<file path="config.mk">
export PLATFORM = sky130hd
export DESIGN_NAME = set_readback
export DESIGN_NICKNAME = d
export VERILOG_FILES = /design/src/rtl/slow_cfg_pkg.sv /design/src/rtl/set_readback.sv
export SDC_FILE = /design/constraint.sdc
export NUM_CORES = 1
export LEC_CHECK = 0
export BUFFER_PORTS_ARGS = -buffer_cell sky130_fd_sc_hd__buf_2
export CAP_MARGIN = 20
export CORE_ASPECT_RATIO = 0.9
export CORE_MARGIN = 5
export CORE_UTILIZATION = 46
export DETAILED_ROUTE_END_ITERATION = 10
export PLACE_DENSITY = 0.7
export SYNTH_ARGS = -nofsm -noshare
export SYNTH_HDL_FRONTEND = slang
export SYNTH_SLANG_ARGS = --single-unit
</file>
<file path="constraint.sdc">
create_clock -name CLK -period 2.1 [get_ports CLK]
set_clock_uncertainty 0.2 [all_clocks]
set_input_delay 0.42 -clock CLK [delete_from_list [all_inputs] [get_ports CLK]]
set_output_delay 0.42 -clock CLK [all_outputs]
set_load 0.05 [all_outputs]
</file>
<file path="src/rtl/slow_cfg_pkg.sv">
// Shared layout of the slow-mode settings word, common to the settings latch
// (write side, address-encoded) and the readback responder (read side).
package slow_cfg_pkg;

  localparam int DATA_W         = 16;
  localparam int VERSION_LSB    = 12;
  localparam int TIMEOUT_MSB    = 11;
  localparam int TIMEOUT_LSB    = 8;
  localparam int IACK_BIT       = 7;
  localparam int VIA_BIT        = 6;
  localparam int IWM_BIT        = 5;
  localparam int SCC_BIT        = 4;
  localparam int SCSI_BIT       = 3;
  localparam int SND_BIT        = 2;
  localparam int CLOCK_GATE_BIT = 1;

  // Field order matches A[11:1] on a settings write, MSB first.
  typedef struct packed {
    logic [3:0] timeout;
    logic       iack;
    logic       via;
    logic       iwm;
    logic       scc;
    logic       scsi;
    logic       snd;
    logic       clockGate;
  } SlowSettings;

  typedef enum logic [1:0] {
    IDLE,
    DRIVE,
    ACK,
    END
  } ReadState;

  function automatic logic [DATA_W-1:0] packReadback(input logic [3:0] version,
                                                      input SlowSettings s);
    logic [DATA_W-1:0] d;
    d                           = '0;
    d[DATA_W-1:VERSION_LSB]     = version;
    d[TIMEOUT_MSB:TIMEOUT_LSB]  = s.timeout;
    d[IACK_BIT]                 = s.iack;
    d[VIA_BIT]                  = s.via;
    d[IWM_BIT]                  = s.iwm;
    d[SCC_BIT]                  = s.scc;
    d[SCSI_BIT]                 = s.scsi;
    d[SND_BIT]                  = s.snd;
    d[CLOCK_GATE_BIT]           = s.clockGate;
    return d;
  endfunction

endpackage

</file>
<file path="src/rtl/set_readback.sv">
// CPU read responder for the slow-mode settings window: snapshots the settings
// on a qualified read, drives them on D and requests DTACK after ACK_WAIT clocks.
module set_readback
  import slow_cfg_pkg::*;
#(
  parameter logic [3:0] VERSION  = 4'h1,
  parameter int         ACK_WAIT = 2
) (
  input  logic              CLK,
  input  logic              nPOR,
  input  logic              BACT,
  input  logic              SetCSRD,
  input  logic [3:0]        SlowTimeout,
  input  logic [6:0]        SlowFlags,
  output logic [DATA_W-1:0] D,
  output logic              DOE,
  output logic              Ready
);

  localparam logic [2:0] ACK_WAIT_CNT = 3'(ACK_WAIT);

  ReadState          state, nextState;
  logic              rdqR, rdqRR;
  logic              start;
  logic [2:0]        waitCnt, nextWaitCnt;
  SlowSettings       snapshot, nextSnapshot;
  logic [DATA_W-1:0] nextD;
  logic              nextDOE, nextReady;

  // Edge-detect on the registered qualifier so a held select fires only once.
  assign start = rdqR && !rdqRR;

  // NOTE: every signal gets a default before the case, so no path can leave one unassigned and infer a latch.
  always_comb begin
    nextState    = state;
    nextWaitCnt  = waitCnt;
    nextSnapshot = snapshot;
    nextD        = '0;
    nextDOE      = 1'b0;
    nextReady    = 1'b0;
    unique case (state)
      IDLE: begin
        if (start) begin
          nextSnapshot = SlowSettings'({SlowTimeout, SlowFlags});
          nextWaitCnt  = ACK_WAIT_CNT;
          nextState    = DRIVE;
        end
      end
      DRIVE: begin
        nextDOE = 1'b1;
        nextD   = packReadback(VERSION, snapshot);
        if (!BACT) begin
          nextState = END;
        end else if (waitCnt == 3'd0) begin
          nextState = ACK;
        end else begin
          nextWaitCnt = waitCnt - 3'd1;
        end
      end
      ACK: begin
        nextDOE   = 1'b1;
        nextReady = 1'b1;
        nextD     = packReadback(VERSION, snapshot);
        if (!BACT) nextState = END;
      end
      END: begin
        // One dead cycle so our drivers are off before anyone else drives D.
        nextState = IDLE;
      end
      default: nextState = IDLE;
    endcase
  end

  // NOTE: state and output registers use non-blocking assignments so every flop samples pre-edge values.
  always_ff @(posedge CLK or negedge nPOR) begin
    if (!nPOR) begin
      state    <= IDLE;
      rdqR     <= 1'b0;
      rdqRR    <= 1'b0;
      waitCnt  <= '0;
      snapshot <= '0;
      D        <= '0;
      DOE      <= 1'b0;
      Ready    <= 1'b0;
    end else begin
      state    <= nextState;
      rdqR     <= BACT && SetCSRD;
      rdqRR    <= rdqR;
      waitCnt  <= nextWaitCnt;
      snapshot <= nextSnapshot;
      D        <= nextD;
      DOE      <= nextDOE;
      Ready    <= nextReady;
    end
  end

endmodule

</file>
======== Word-level counts from Yosys, hierarchy flattened ========
Index checks and enable logic that the tools add are counted.
storage, ports and cells
  bits in registers ....................... 36
  input bits .............................. 15
  output and inout bits ................... 18
  logic and storage cells ................. 46
operators by class
  add/sub/neg operators ................... 1
  equality and inequality tests ........... 8
  muxes and demuxes ....................... 12
  reductions and logical operators ........ 10
operator list
  operator                                                                count
  13-bit 2-to-1 mux                                                       1
  3-bit 2-to-1 mux                                                        3
  2-bit 2-to-1 mux                                                        4
  2-bit != test (second input constant)                                   4
  2-bit one-hot mux with 4 select lines                                   1
  3-bit one-hot mux with 2 select lines                                   1
  2-bit equality test (second input constant)                             2
  4-bit AND reduction                                                     1
  3-bit logical NOT                                                       1
  3-bit != test (second input constant)                                   1
  3-bit AND reduction                                                     1
  3-bit by 1-bit subtractor with 3-bit output (second input constant)     1
  2-bit by 1-bit equality test with 1-bit output (second input constant)  1
  1-bit logical AND                                                       2
  2-bit logical NOT                                                       1
  1-bit 2-to-1 mux                                                        2
  2-bit AND reduction                                                     1
  2-bit nonzero test                                                      1
  2-bit OR reduction                                                      1
  1-bit logical NOT                                                       1

======== Depth between registers and ports, before layout ========
  depth after elaboration ................. 4
  depth in mapped cells ................... 7
  gate-level depth less buffers ........... 7

======== Least setup slack after synthesis ========
No wires, ideal clock.
  path kind ............................... register -> register
  start point ............................. register waitCnt[0]
  end point ............................... register waitCnt[0]
  library setup time ...................... 0.126 ns
  arrival time ............................ 1.374 ns
  data required time ...................... 1.774 ns
  path slack .............................. 0.400 ns
  cell stages (with the launch flop) ...... 7
  buffers on the path ..................... 0
  clock period less this slack ............ 1.700 ns
  cell sequence ........................... dfrtp_1 > inv_1 > ha_1 > ha_1 > nand2b_1 > and3_1 > a221o_1
between the ends
  word-level cells in the longest chain between the ends .. 4
ends and longest elaborated chain
  element                                      RTL line            RTL
  start, declared                              set_readback.sv:25  logic [2:0] waitCnt, nextWaitCnt;
  start signal, assigned                       set_readback.sv:89  waitCnt <= nextWaitCnt;
  3-bit by 1-bit subtractor with 3-bit output  set_readback.sv:57  nextWaitCnt = waitCnt - 3'd1;
  3-bit 2-to-1 mux                             set_readback.sv:54  end else if (waitCnt == 3'd0) begin
  3-bit 2-to-1 mux                             set_readback.sv:52  if (!BACT) begin
  3-bit one-hot mux with 2 select lines        set_readback.sv:41  unique case (state)
Parallel ways exist; a longest one is shown, timed or not. The select of a mux whose other input is x is not followed.
A chain may end at the register's enable or synchronous reset.

======== Worst setup path in the final report ========
  start point ............................. register state[0]
  end point ............................... register snapshot[2] (netlist bit)
between the ends
  word-level cells in the longest chain between the ends .. 2
ends and longest elaborated chain
  element                               RTL line            RTL
  start, declared                       set_readback.sv:22  ReadState state, nextState;
  start signal, assigned                set_readback.sv:86  state <= nextState;
  2-bit logical NOT                     set_readback.sv:41
  2-bit AND reduction (no source line)  n/a
  end signal, assigned                  set_readback.sv:90  snapshot <= nextSnapshot;
  end, declared                         set_readback.sv:26  SlowSettings snapshot, nextSnapshot;
No other way between the ends.

==> flow_summary.ini <==
[cells_and_area]
design_area_um2 = 1600
nNetsFinal = 154
antennaDiodeCount = 0
drive_above_1_share_pct = 39.3
layout_common_cells = 31 x dfrtp_1, 28 x buf_2, 12 x and2_1
syn_to_final_growth_pct = 17.7
final_common_cell = dfrtp_1

[synthesis]
synth_area_um2 = 1360
avgSynthCellArea_um2 = 13.2
yosysTopAreaCell = dfrtp_1
synth_edf_count = 0
synth_area_leaders = dfrtp_1 57%, mux2_4 11%, and2_1 5.5%, ha_1 4.6%, buf_4 2.8%
yosysWarnings = 0
async_reset_ff_share_pct = 100
ys_ff_latch = 31
synthFlopType = dfrtp_1
yosysSeqAreaShare_pct = 57.2
yosysTopAreaCellShare_pct = 57.2
synth_cell_types = 32
netlist_instances = 103

[global_route]
grt.overflow.total = 0
first_global_vias = 812
grt_start_max_net_pins = 32
grt_pass1_wl_um = 3630
track_usage_pct = 12.3
antenna_found_initial = 0

[floorplanning]
core-area_um2 = 2790
die_y_um = 61.5
design.die.area_um2 = 4140
initial_core_util_pct = 48.6
placementRows = 18
die_x_um = 67.2
io_pins = 33

[power]
switching_share_pct = 41.3
leakagePower_uw = 0.000829
vdd_ir_drop_max_uv = 656
clkPwrFrac_pct = 17.1
power_frac_comb_pct = 47.8
intPower_uw = 1630
power-per-cell-area_nw_per_um2 = 1740
seqPwrFrac_pct = 35.1
switching_power_uw = 1150

[drt]
via_per_inst = 4.67
first_pass_iters = 5
antenna_left = 0
first_iter_violations = 22
postRouteWirelength_um = 2300
drc = 0
via_count = 818
wl_per_cell_um = 13.1

[place]
place_area_um2 = 1500
dpl_worst_slack_ns = 0.207
gp_congestion = 0.767
hpwl_um = 1620
place.port_buffers = 28

[sta]
hold_viol_final = 0
worst_slew_pin_slew_ns = 0.648
setup_viol = 0
fin_ws_ns = 0.206
tns_ns = 0
clock.fmax_mhz = 528
period_share_pct = 90.2
rsz0062_at_grt = false
drv_slew = 0
fin_crit_ns = 1.89
max_slew_margin_pct = 56.8

[clock_network]
clock_path_buffers = 2
postCtsSetupRepairBufs = 0
cts.sinks = 31
cts_buffers = 5
cts_tree = done
worst_skew_pair.late_latency_ns = 0.32
cts_hold_buf = 1
cts.clk_slew.worst_paths_ns = 0.09
cts_root_buffer = clkbuf_4
cts_resized = 0
h-tree-depth = 2

[flow_run]
maxCapViolCount = 0

[outcome]
outcome = finished, final reports clean

[setup_path]
cp_max_fo = 11
crit_path_end_kind = flip-flop
cp-start-kind = flip-flop
cp.required_ns = 2.11
arrival_ns = 1.90
worstSetupPathType = reg2reg

[worst_hold_path]
hold_class = in2reg
==> layout make-up <==
cell class              count  area (um^2)
well taps                  40         50.0
clock inverters             2         35.0
multi-input cells          61          512
flip-flops and latches     31          776
clock buffers               6         51.3
inverters                   6         22.5
fillers                   240         1200
repair buffers             29          150
==> sequential cells by signal, summed over array words and instances (netlist names) <==
| signal | flops |
|---|---|
| snapshot | 11 |
| rdqR | 1 |
| Ready | 1 |
| state | 2 |
| waitCnt | 3 |
| D | 12 |
| rdqRR | 1 |
==> cell usage after synthesis, types with 2 or more instances <==
| cell | count |
|---|---|
| dfrtp_1 | 31 |
| and2_1 | 12 |
| mux2_4 | 10 |
| inv_1 | 6 |
| buf_4 | 5 |
| ha_1 | 5 |
| nor2_1 | 4 |
| a21oi_1 | 3 |
| nand2_1 | 3 |
| o21ai_2 | 2 |
==> logic make-up (layout without fill, tap and decap cells) <==
kind of cell / after synthesis / count (layout) / synth area share, %
other: 1 / 4 / 0.276
buffers and inverters: 14 / 43 / 5.90
AO/OA/AOI/OAI: 14 / 14 / 7.66
multiplexers: 11 / 11 / 11.9
AND/OR/NAND/NOR: 27 / 27 / 12.5
flip-flops: 31 / 31 / 57.2
adder cells (fa/ha/maj): 5 / 5 / 4.61
==> power by group through the flow <==
stage	Combinational (uW)	Clock [uW]	Sequential [uW]
2_1_floorplan	726	0	1320
3_3_place_gp	1280	0	974
3_5_place_dp	1320	0	987
4_1_cts	1340	489	976
5_1_grt	1420	515	1000
6_report	1330	475	976
==> worst max-delay path: stages (launching register included) <==
cell	delay, ns
dfrtp_1	0.44
inv_1	0.12
ha_1	0.34
nand2_2	0.31
mux2_4	0.37
==> per-stage QoR <==
stage | std cells | utilization [%] | total power (uW) | hold slack, ns
2_1_floorplan | 106 | - | 2050 | -0.0756
3_3_place_gp | 166 | 53.7 | 2260 | 0.162
3_5_place_dp | 166 | 53.7 | 2310 | 0.164
4_1_cts | 175 | 57.2 | 2800 | 0.0985
5_1_grt | 175 | 57.2 | 2940 | 0.101
6_report | 175 | 57.2 | 2780 | 0.114
==> metal layers <==
metal	wire (um)	GRT usage [%]	vias up
met5	0	0	-
met4	43	7.80	0
met3	131	3.83	4
met2	1140	20.0	27
met1	982	14.4	390
li1	-	-	397
==> worst paths after layout <==
path | from | end | slack [ns] | cells past startpoint
min in group asynchronous | nPOR | snapshot[9] | 0.45 | 2
worst min-delay path | SetCSRD | rdqR | 0.11 | 2
worst max register to register | state[0] | snapshot[2] | 0.21 | 4
worst max-delay path | state[0] | snapshot[2] | 0.21 | 4
worst min register to register | rdqR | rdqRR | 0.19 | 0
max in group asynchronous | nPOR | waitCnt[1] | 0.83 | 2
No activity file was read; power rests on OpenSTA's default activity.
